[src/rtl/fp_mul_pkg.sv]
// Shared FP multiplier datapath definitions: mantissa width, the sequential
// multiplier's state encoding, and the full-width product type that the
// normaliser also consumes.
package fp_mul_pkg;

    // Mantissa width including the hidden bit.
    localparam int MANT_W = 24;

    // Sequential multiplier control states.
    typedef enum logic {
        IDLE = 1'b0,
        BUSY = 1'b1
    } mul_state_t;

    // Full-width mantissa product.
    typedef logic [2*MANT_W-1:0] mant_prod_t;

endpackage : fp_mul_pkg

[src/rtl/seq_mant_mul.sv]
// Sequential shift-add mantissa multiplier.
//
// Handshake (responder side of startMul/doneMul):
//   doneMul=1 means the block is idle and product holds a valid result (or
//   zero after reset). startMul is sampled only while doneMul=1; a and b are
//   captured on that same edge and may change afterwards. doneMul drops on
//   the cycle after the accepted start and rises again once product is final.
//   startMul while busy is ignored and never queued.
//
// Timing: a start accepted at edge t keeps the block busy for WIDTH cycles;
// doneMul reads 1 again from cycle t+WIDTH+1.
//
// Optional build macro MUL_ZERO_BYPASS_EN: a zero operand makes the block
// busy for a single cycle, clears the product and returns to idle, so
// doneMul reads 1 again from cycle t+2. Without it, zero operands take the
// full WIDTH-cycle path and still produce zero.
module seq_mant_mul
    import fp_mul_pkg::*;
#(
    parameter int WIDTH = MANT_W
) (
    input  logic                 clk,
    input  logic                 rst_n,
    input  logic                 startMul,
    input  logic [WIDTH-1:0]     a,
    input  logic [WIDTH-1:0]     b,
    output logic                 doneMul,
    output logic [2*WIDTH-1:0]   product
);

    localparam int CNT_W = $clog2(WIDTH) + 1;
    localparam logic [CNT_W-1:0] CNT_LAST = CNT_W'(WIDTH - 1);
    localparam logic [CNT_W-1:0] CNT_ONE  = CNT_W'(1);

    // Architectural state
    mul_state_t          state;
    logic [WIDTH-1:0]    mcand;
    logic [WIDTH:0]      acc_hi;
    logic [WIDTH-1:0]    mplr;
    logic [CNT_W-1:0]    cnt;

    // Next-state values
    mul_state_t          state_n;
    logic [WIDTH-1:0]    mcand_n;
    logic [WIDTH:0]      acc_hi_n;
    logic [WIDTH-1:0]    mplr_n;
    logic [CNT_W-1:0]    cnt_n;
    logic [WIDTH:0]      sum;

`ifdef MUL_ZERO_BYPASS_EN
    // Set for the single busy cycle of a zero-operand operation.
    logic                zero_byp;
    logic                zero_byp_n;
`endif

    // Next-state and datapath: capture on accepted start, one shift-add step per busy cycle.
    always_comb begin
        state_n  = state;
        mcand_n  = mcand;
        acc_hi_n = acc_hi;
        mplr_n   = mplr;
        cnt_n    = cnt;
`ifdef MUL_ZERO_BYPASS_EN
        zero_byp_n = zero_byp;
`endif
        // acc_hi[WIDTH] is always 0 between steps, so a full-width add is exact.
        sum = mplr[0] ? (acc_hi + {1'b0, mcand}) : acc_hi;

        case (state)
            IDLE: begin
                if (startMul) begin
                    mcand_n  = a;
                    acc_hi_n = '0;
                    mplr_n   = b;
                    cnt_n    = '0;
                    state_n  = BUSY;
`ifdef MUL_ZERO_BYPASS_EN
                    zero_byp_n = (a == '0) || (b == '0);
`endif
                end
            end
            BUSY: begin
`ifdef MUL_ZERO_BYPASS_EN
                if (zero_byp) begin
                    acc_hi_n   = '0;
                    mplr_n     = '0;
                    zero_byp_n = 1'b0;
                    state_n    = IDLE;
                end else begin
                    acc_hi_n = {1'b0, sum[WIDTH:1]};
                    mplr_n   = {sum[0], mplr[WIDTH-1:1]};
                    cnt_n    = cnt + CNT_ONE;
                    if (cnt == CNT_LAST) begin
                        state_n = IDLE;
                    end
                end
`else
                acc_hi_n = {1'b0, sum[WIDTH:1]};
                mplr_n   = {sum[0], mplr[WIDTH-1:1]};
                cnt_n    = cnt + CNT_ONE;
                if (cnt == CNT_LAST) begin
                    state_n = IDLE;
                end
`endif
            end
            default: begin
                state_n = IDLE;
            end
        endcase
    end

    // State and datapath registers; reset aborts any operation and clears the product.
    always_ff @(posedge clk or negedge rst_n) begin
        if (!rst_n) begin
            state  <= IDLE;
            mcand  <= '0;
            acc_hi <= '0;
            mplr   <= '0;
            cnt    <= '0;
`ifdef MUL_ZERO_BYPASS_EN
            zero_byp <= 1'b0;
`endif
        end else begin
            state  <= state_n;
            mcand  <= mcand_n;
            acc_hi <= acc_hi_n;
            mplr   <= mplr_n;
            cnt    <= cnt_n;
`ifdef MUL_ZERO_BYPASS_EN
            zero_byp <= zero_byp_n;
`endif
        end
    end

    // Done is a pure decode of the state; product is the concatenated shift register.
    assign doneMul = (state == IDLE);
    assign product = {acc_hi[WIDTH-1:0], mplr};

endmodule : seq_mant_mul

[config.mk]
export PLATFORM = sky130hd
export DESIGN_NAME = seq_mant_mul
export DESIGN_NICKNAME = d
export VERILOG_FILES = /design/src/rtl/fp_mul_pkg.sv /design/src/rtl/seq_mant_mul.sv
export SDC_FILE = /design/constraint.sdc
export NUM_CORES = 1
export LEC_CHECK = 0
export CORE_MARGIN = 4
export CORE_UTILIZATION = 45
export CTS_CLUSTER_DIAMETER = 120
export DETAILED_ROUTE_END_ITERATION = 8
export PLACE_DENSITY = 0.72
export SETUP_SLACK_MARGIN = 0.5
export SYNTH_ARGS = -nofsm -noshare
export SYNTH_HDL_FRONTEND = slang
export SYNTH_SLANG_ARGS = --single-unit
[constraint.sdc]
create_clock -name clk -period 3.84 [get_ports clk]
set_clock_uncertainty 0.2 [all_clocks]
set_input_delay 0.384 -clock clk [delete_from_list [all_inputs] [get_ports clk]]
set_output_delay 0.384 -clock clk [all_outputs]
set_load 0.1 [all_outputs]
==> results of run 1 <==
state kept, by name, indices dropped and copies added, names as in the netlist:
name / count
acc_hi: 24
mcand: 24
mplr: 24
cnt: 6
state: 1
routing by layer:
layer,track usage (%),vias to the layer above,share of wire (%)
met1,25.06,1938,41
met4,6.583,0,1.3
met2,35.61,121,48
met5,0,-,0
li1,-,1934,-
met3,9.791,14,9.1
synth_stat cells, types with 2 or more instances:
cell      instances  area, um2
o21ai_0          48      240.2
ha_1             25      312.8
a21o_1            8      60.06
a32oi_1           5      43.79
a221o_1           2      20.02
nand2b_1          3      18.77
nand3_1           9      45.04
nor3_1            3      15.01
a21boi_0          3      22.52
xor2_1           12      105.1
nor2b_1           2      12.51
o311ai_0          2      17.52
buf_1             5      18.77
a221oi_2          2      30.03
nor2_1           17      63.81
dfrtp_1          79       1977
and3_1            4      25.02
nor3b_1           2      15.01
clkbuf_1         20      75.07
a21oi_1          24      120.1
a22oi_1           6      45.04
a211oi_1          4      30.03
mux2i_1          32      320.3
nand4_1           5      31.28
inv_1             4      15.01
xnor2_1           8      70.07
a31oi_1           6      37.54
o21bai_1          2      15.01
a31o_2            5      43.79
a21o_2            3      26.28
nand2_1         119      446.7
o21ai_1           2      10.01
worst register-to-register path, stage by stage (launching register included):
cell       delay, ns
dfrtp_2         0.43
ha_1            0.23
fa_1            0.42
a21o_2          0.22
a221o_1         0.39
a221oi_4        0.36
a2111oi_1       0.15
nor3_2          0.18
o21ai_0         0.14
a32o_1          0.28
per-stage QoR:
step	setup slack, ns	std cells	util [%]	area (um2)	hold WS (ns)
finish	0.7294	722	59.88	5853	-0.03028
detailed placement	0.7685	706	57.76	5645	0.2720
global placement	0.8276	706	57.76	5645	0.2681
CTS	0.7486	722	59.88	5853	0.01458
global route	0.5802	722	59.88	5853	0.02916
floorplan	0.6154	492	-	4533	-0.1116
path summary, 6_finish.rpt:
check / start / end / cells after the start
hold reg to reg: mcand[4] / mcand[4] / 2
min in group clk: mcand[4] / mcand[4] / 2
hold / removal: rst_n / mcand[15] / 1
max in group asynchronous: rst_n / acc_hi[0] / 1
setup reg to reg: acc_hi[0] / acc_hi[23] / 9
setup / recovery: acc_hi[0] / acc_hi[23] / 9
kinds of logic (layout without fill, tap and decap cells):
logic type	Yosys count	count (layout)	share of synthesized area, %
AOI/OAI and AO/OA	136	136	19.91
buffers and inverters	30	127	2.485
muxes	32	32	7.068
xor gates and xnor gates	20	20	3.865
adders and majority gates	26	26	7.344
DFF	79	79	43.62
and+or+nand+nor	169	169	15.71
layout make-up:
cell class	count	area (um2)	share of cell area, %
timing repair buffer	106	1036	17.70
multi-input combinational	383	2445	41.77
clock inverter	5	56.30	0.9620
clock buffer	11	151.4	2.587
tap	133	166.4	2.843
sequential	79	1979	33.82
inverter	5	18.77	0.3207
==> results.tsv, run 1 <==
stage	metric	value	unit
worst_setup_path	Critical Path End Type	flop	
routing	DRC Markers	0	
cells_and_area	commonest non-fill, non-tap cell in the layout	nand2_1	
cts	CTS root buf	clkbuf_8	
grt	largest net degree at the start of global routing	80	
worst_setup_path	CP Class	reg2reg	
cells_and_area	diodes inserted	0	
cells_and_area	layout filler cell count	839	
cts	CTS tree	built	
timing	max_slew headroom	32.45	%
routing	via count	4007	
synthesis	Seq/Total Area, Yosys	43.62	%
timing	Worst Tran Pin Value	1.010	ns
synthesis	Synth warnings	0	
floorplan	Die ar.	11740	um2
cts	CTS-repair resized insts	0	
grt	vias in the first global route	4116	
timing	Max Fclk	0.3215	GHz
grt	initial antenna violation count	0	
routing	drt initial violations	211	
outcome	outcome	finished, violations left	
synthesis	Syn Inst Count	492	
cts	H-tree lvl count	3	
floorplan	die width	108.4	um
grt	Total Routing Usage GR	21.51	%
timing	worst hold slack	-0.03028	ns
timing	pins over their slew limit	0	
worst_setup_path	Critical-path top delay cell	dfrtp_2	
floorplan	core footprint	9774	um2
routing	WL final	11800	um
synthesis	ys async rst share	100.0	%
placed_design	Post-DP HPWL	8460	um
cts	Hold Buf Count CTS	0	
floorplan	# IOs	100	
routing	Routed WL per cell	16.34	um
synthesis	Post-synth EDFFs	0	
cts	Worst-path clk slew	0.08	ns
job	Maximum Capacitance Violations	0	
cells_and_area	fin nets	661	
worst_setup_path	Crit Path Max Fanout	4	
placed_design	I/O Buffers	99	
worst_hold_path	worst hold path type	in2async	
cts	clk_lat worst skew	0.38	ns
synthesis	Mapped Area	4532	um2
synthesis	#FFs+latches synth	79	
timing	period utilisation layout	81.00	%
cells_and_area	share of post-route cells with drive strength above 1	7.470	%
worst_setup_path	CP Buf/Inv Count	0	
worst_setup_path	Setup crit start kind	flop	
placed_design	gpl congestion	0.8839	
cells_and_area	area grow syn2layout	29.16	%
cells_and_area	most frequent cells in the layout	119 x nand2_1, 96 x clkdlybuf4s50_1, 77 x dfrtp_1	
cts	Setup Buffers After CTS	0	
floorplan	chip height	108.4	um
grt	global-route wire length before repair	19770	um
worst_setup_path	Max stage delay on crit path	0.43	ns
synthesis	average size of a mapped cell	9.211	um2
timing	Final TNS setup	0	ns
outcome	failing checks	hold timing	
worst_setup_path	CP cell instances	ha_1, fa_1, a21o_2, a221o_1, a221oi_4, a2111oi_1, nor3_2, o21ai_0, a32o_1	
cts	clk buf depth	2	
routing	Pre-antenna DRT Iters	5	
timing	Final Hold Vio Count	45	
synthesis	Synth cell types	53	
cts	total CTS buffers	9	
synthesis	main flop type after synthesis	dfrtp_1	
timing	min cycle time layout	3.111	ns
routing	vias per inst	5.550	
synthesis	syn_nets	569	
routing	Post-DRT Antenna Nets	0	
worst_setup_path	Arr. time, crit path	3.18	ns
grt	GRT overflow	0	
worst_setup_path	CP required	3.91	ns
cts	# clock sinks	79	
timing	Setup violations, final	0	
worst_setup_path	Crit path max-delay family	compound AO/OA/AOI/OAI gates	
floorplan	# rows	36	
timing	RSZ-0062 raised after global routing	no	
worst_setup_path	r2r setup slk	0.73	ns
floorplan	Starting Density	46.36	%
Power of run 1 is not shown: default switching activity piles up to over one toggle a cycle in this logic, so the estimate is an artifact.
==> run 2: changes to the inputs <==
PLACE_DENSITY = 0.75   (was 0.72)
clock period = 2.7 ns   (was 3.84 ns; I/O delays follow)
==> run 2 against run 1 <==
The flow finishes with violations (setup timing). First-iteration DRC count shrank 29%. Utilization rose by 4.8 points. Global-route usage shrank 0.47 points. Clock-buffer cell count up 2. Sequential share of layout area shrank 1.4 points. Setup slack lost 0.95 ns. Hold slack better by 0.27 ns. Wire length grew 1.1%. Final cell count grew 3.3%. Final area grew 8.0%. Critical path depth increased by 1. Highest routed layer unchanged.
==> results.tsv, run 2 (synthesized netlist as in run 1, its figures left out) <==
stage	metric	value	unit
timing	Worst Tran Pin Value	1.037	ns
routing	via count	4068	
cts	total CTS buffers	9	
cts	H-tree lvl count	3	
grt	vias in the first global route	4145	
cts	clk buf depth	2	
placed_design	Post-DP HPWL	8743	um
timing	min cycle time layout	2.917	ns
cells_and_area	post-route insts no fill	746	
worst_setup_path	Setup crit start kind	flop	
floorplan	chip height	108.4	um
routing	WL final	11920	um
cells_and_area	most frequent cells in the layout	119 x nand2_1, 76 x buf_4, 55 x dfrtp_1	
placed_design	gpl congestion	0.8853	
routing	drt initial violations	149	
worst_setup_path	Critical Path End Type	flop	
cells_and_area	diodes inserted	0	
worst_setup_path	Crit Path Max Fanout	4	
cells_and_area	fin nets	685	
routing	Pre-antenna DRT Iters	6	
grt	largest net degree at the start of global routing	45	
floorplan	Die ar.	11740	um2
cts	CTS root buf	clkbuf_8	
grt	GRT overflow	0	
worst_setup_path	CP required	2.72	ns
cts	CTS tree	built	
routing	Post-DRT Antenna Nets	0	
floorplan	# IOs	100	
timing	Setup violations, final	8	
timing	worst setup slack after layout	-0.2175	ns
grt	initial antenna violation count	0	
cells_and_area	largest registers	acc_hi (24), mcand (24), mplr (24)	
cts	# clock sinks	79	
timing	pins over their slew limit	0	
placed_design	I/O Buffers	99	
cts	clk_lat worst skew	0.35	ns
worst_setup_path	Arr. time, crit path	2.94	ns
worst_setup_path	CP Class	reg2reg	
grt	Total Routing Usage GR	21.04	%
timing	RSZ-0062 raised after global routing	yes	
placed_design	Cells after DPL	725	
timing	period utilisation layout	108.1	%
timing	Final Hold Vio Count	0	
floorplan	core footprint	9774	um2
outcome	failing checks	setup timing	
cells_and_area	commonest non-fill, non-tap cell in the layout	nand2_1	
worst_hold_path	worst hold path type	in2reg	
timing	max_slew headroom	30.63	%
routing	DRC Markers	0	
floorplan	die width	108.4	um
floorplan	Starting Density	46.36	%
timing	Max Fclk	0.3428	GHz
routing	Routed WL per cell	15.98	um
cells_and_area	share of post-route cells with drive strength above 1	26.59	%
cells_and_area	area grow syn2layout	39.51	%
cts	Worst-path clk slew	0.08	ns
job	Maximum Capacitance Violations	0	
routing	vias per inst	5.453	
grt	global-route wire length before repair	19750	um
floorplan	# rows	36	
outcome	outcome	finished, violations left	
==> run 2: cell count changes in the layout (fill, tap and decap cells not counted), sizes merged <==
| cell | change |
|---|---|
| clkbuf | +2 |
| clkdlybuf4s50 | -47 |
| dlygate4sd3 | +1 |
| buf | +70 |
| clkinv | -3 |
| clkinvlp | +1 |
==> run 2: worst paths after layout <==
check	endpoint	depth (start not counted)	startpoint	slack, ns
max	acc_hi[15]	10	acc_hi[0]	-0.22
min	mcand[5]	3	a[5]	0.24
max reg2reg	acc_hi[15]	10	acc_hi[0]	-0.22
min reg2reg	mcand[23]	2	mcand[23]	0.29
max in group asynchronous	acc_hi[20]	3	rst_n	1.42
min in group asynchronous	mcand[1]	2	rst_n	0.27
==> run 2: per-stage QoR <==
step,TNS [ns],hold slack (ns),setup WS [ns],util [%],area (um2)
2_1_floorplan,-1.945,-0.2256,-0.3552,-,4896
3_3_place_gp,-1.382,0.1104,-0.2817,61.66,6027
3_5_place_dp,-1.752,0.1147,-0.3092,61.66,6027
4_1_cts,-1.227,0.2319,-0.2289,64.48,6302
5_1_grt,-2.057,0.2372,-0.3294,64.68,6322
6_report,-1.214,0.2446,-0.2175,64.68,6322
==> run 2: what timing repair did <==
action | CTS | global route
setup endpoints to repair | 18 | 19
hold buffers | 1 | 0
setup buffers | 3 | 1
pin swaps | 3 | 3
endpoints found under the hold margin | 43 | 0
gates resized for setup | 8 | 4
==> run 2: layout make-up <==
| type | instances | area, um2 |
|---|---|---|
| Clock buffer | 13 | 148.9 |
| Clock inverter | 3 | 45.04 |
| Fill cell | 844 | 3452 |
| Inverter | 5 | 18.77 |
| Multi-Input combinational cell | 383 | 2763 |
| Sequential cell | 79 | 2047 |
| Tap cell | 133 | 166.4 |
| Timing Repair Buffer | 130 | 1134 |
==> run 2: routing by layer <==
metal | track usage, % | wire length [um]
met5 | 0 | 0
met2 | 35.52 | 5797
met1 | 26.41 | 5244
met3 | 6.030 | 759
met4 | 5.861 | 118
==> run 2: critical path, cell delays in order (launching register included) <==
cell and delay [ns]:
dfrtp_4 0.49, ha_4 0.17, fa_2 0.34, a21o_2 0.22, a221o_1 0.34, a221oi_4 0.24
buf_6 0.16, a21oi_4 0.08, a221oi_2 0.29, xor2_1 0.17, o21ai_1 0.07
Power of run 2 is left out for the same reason.
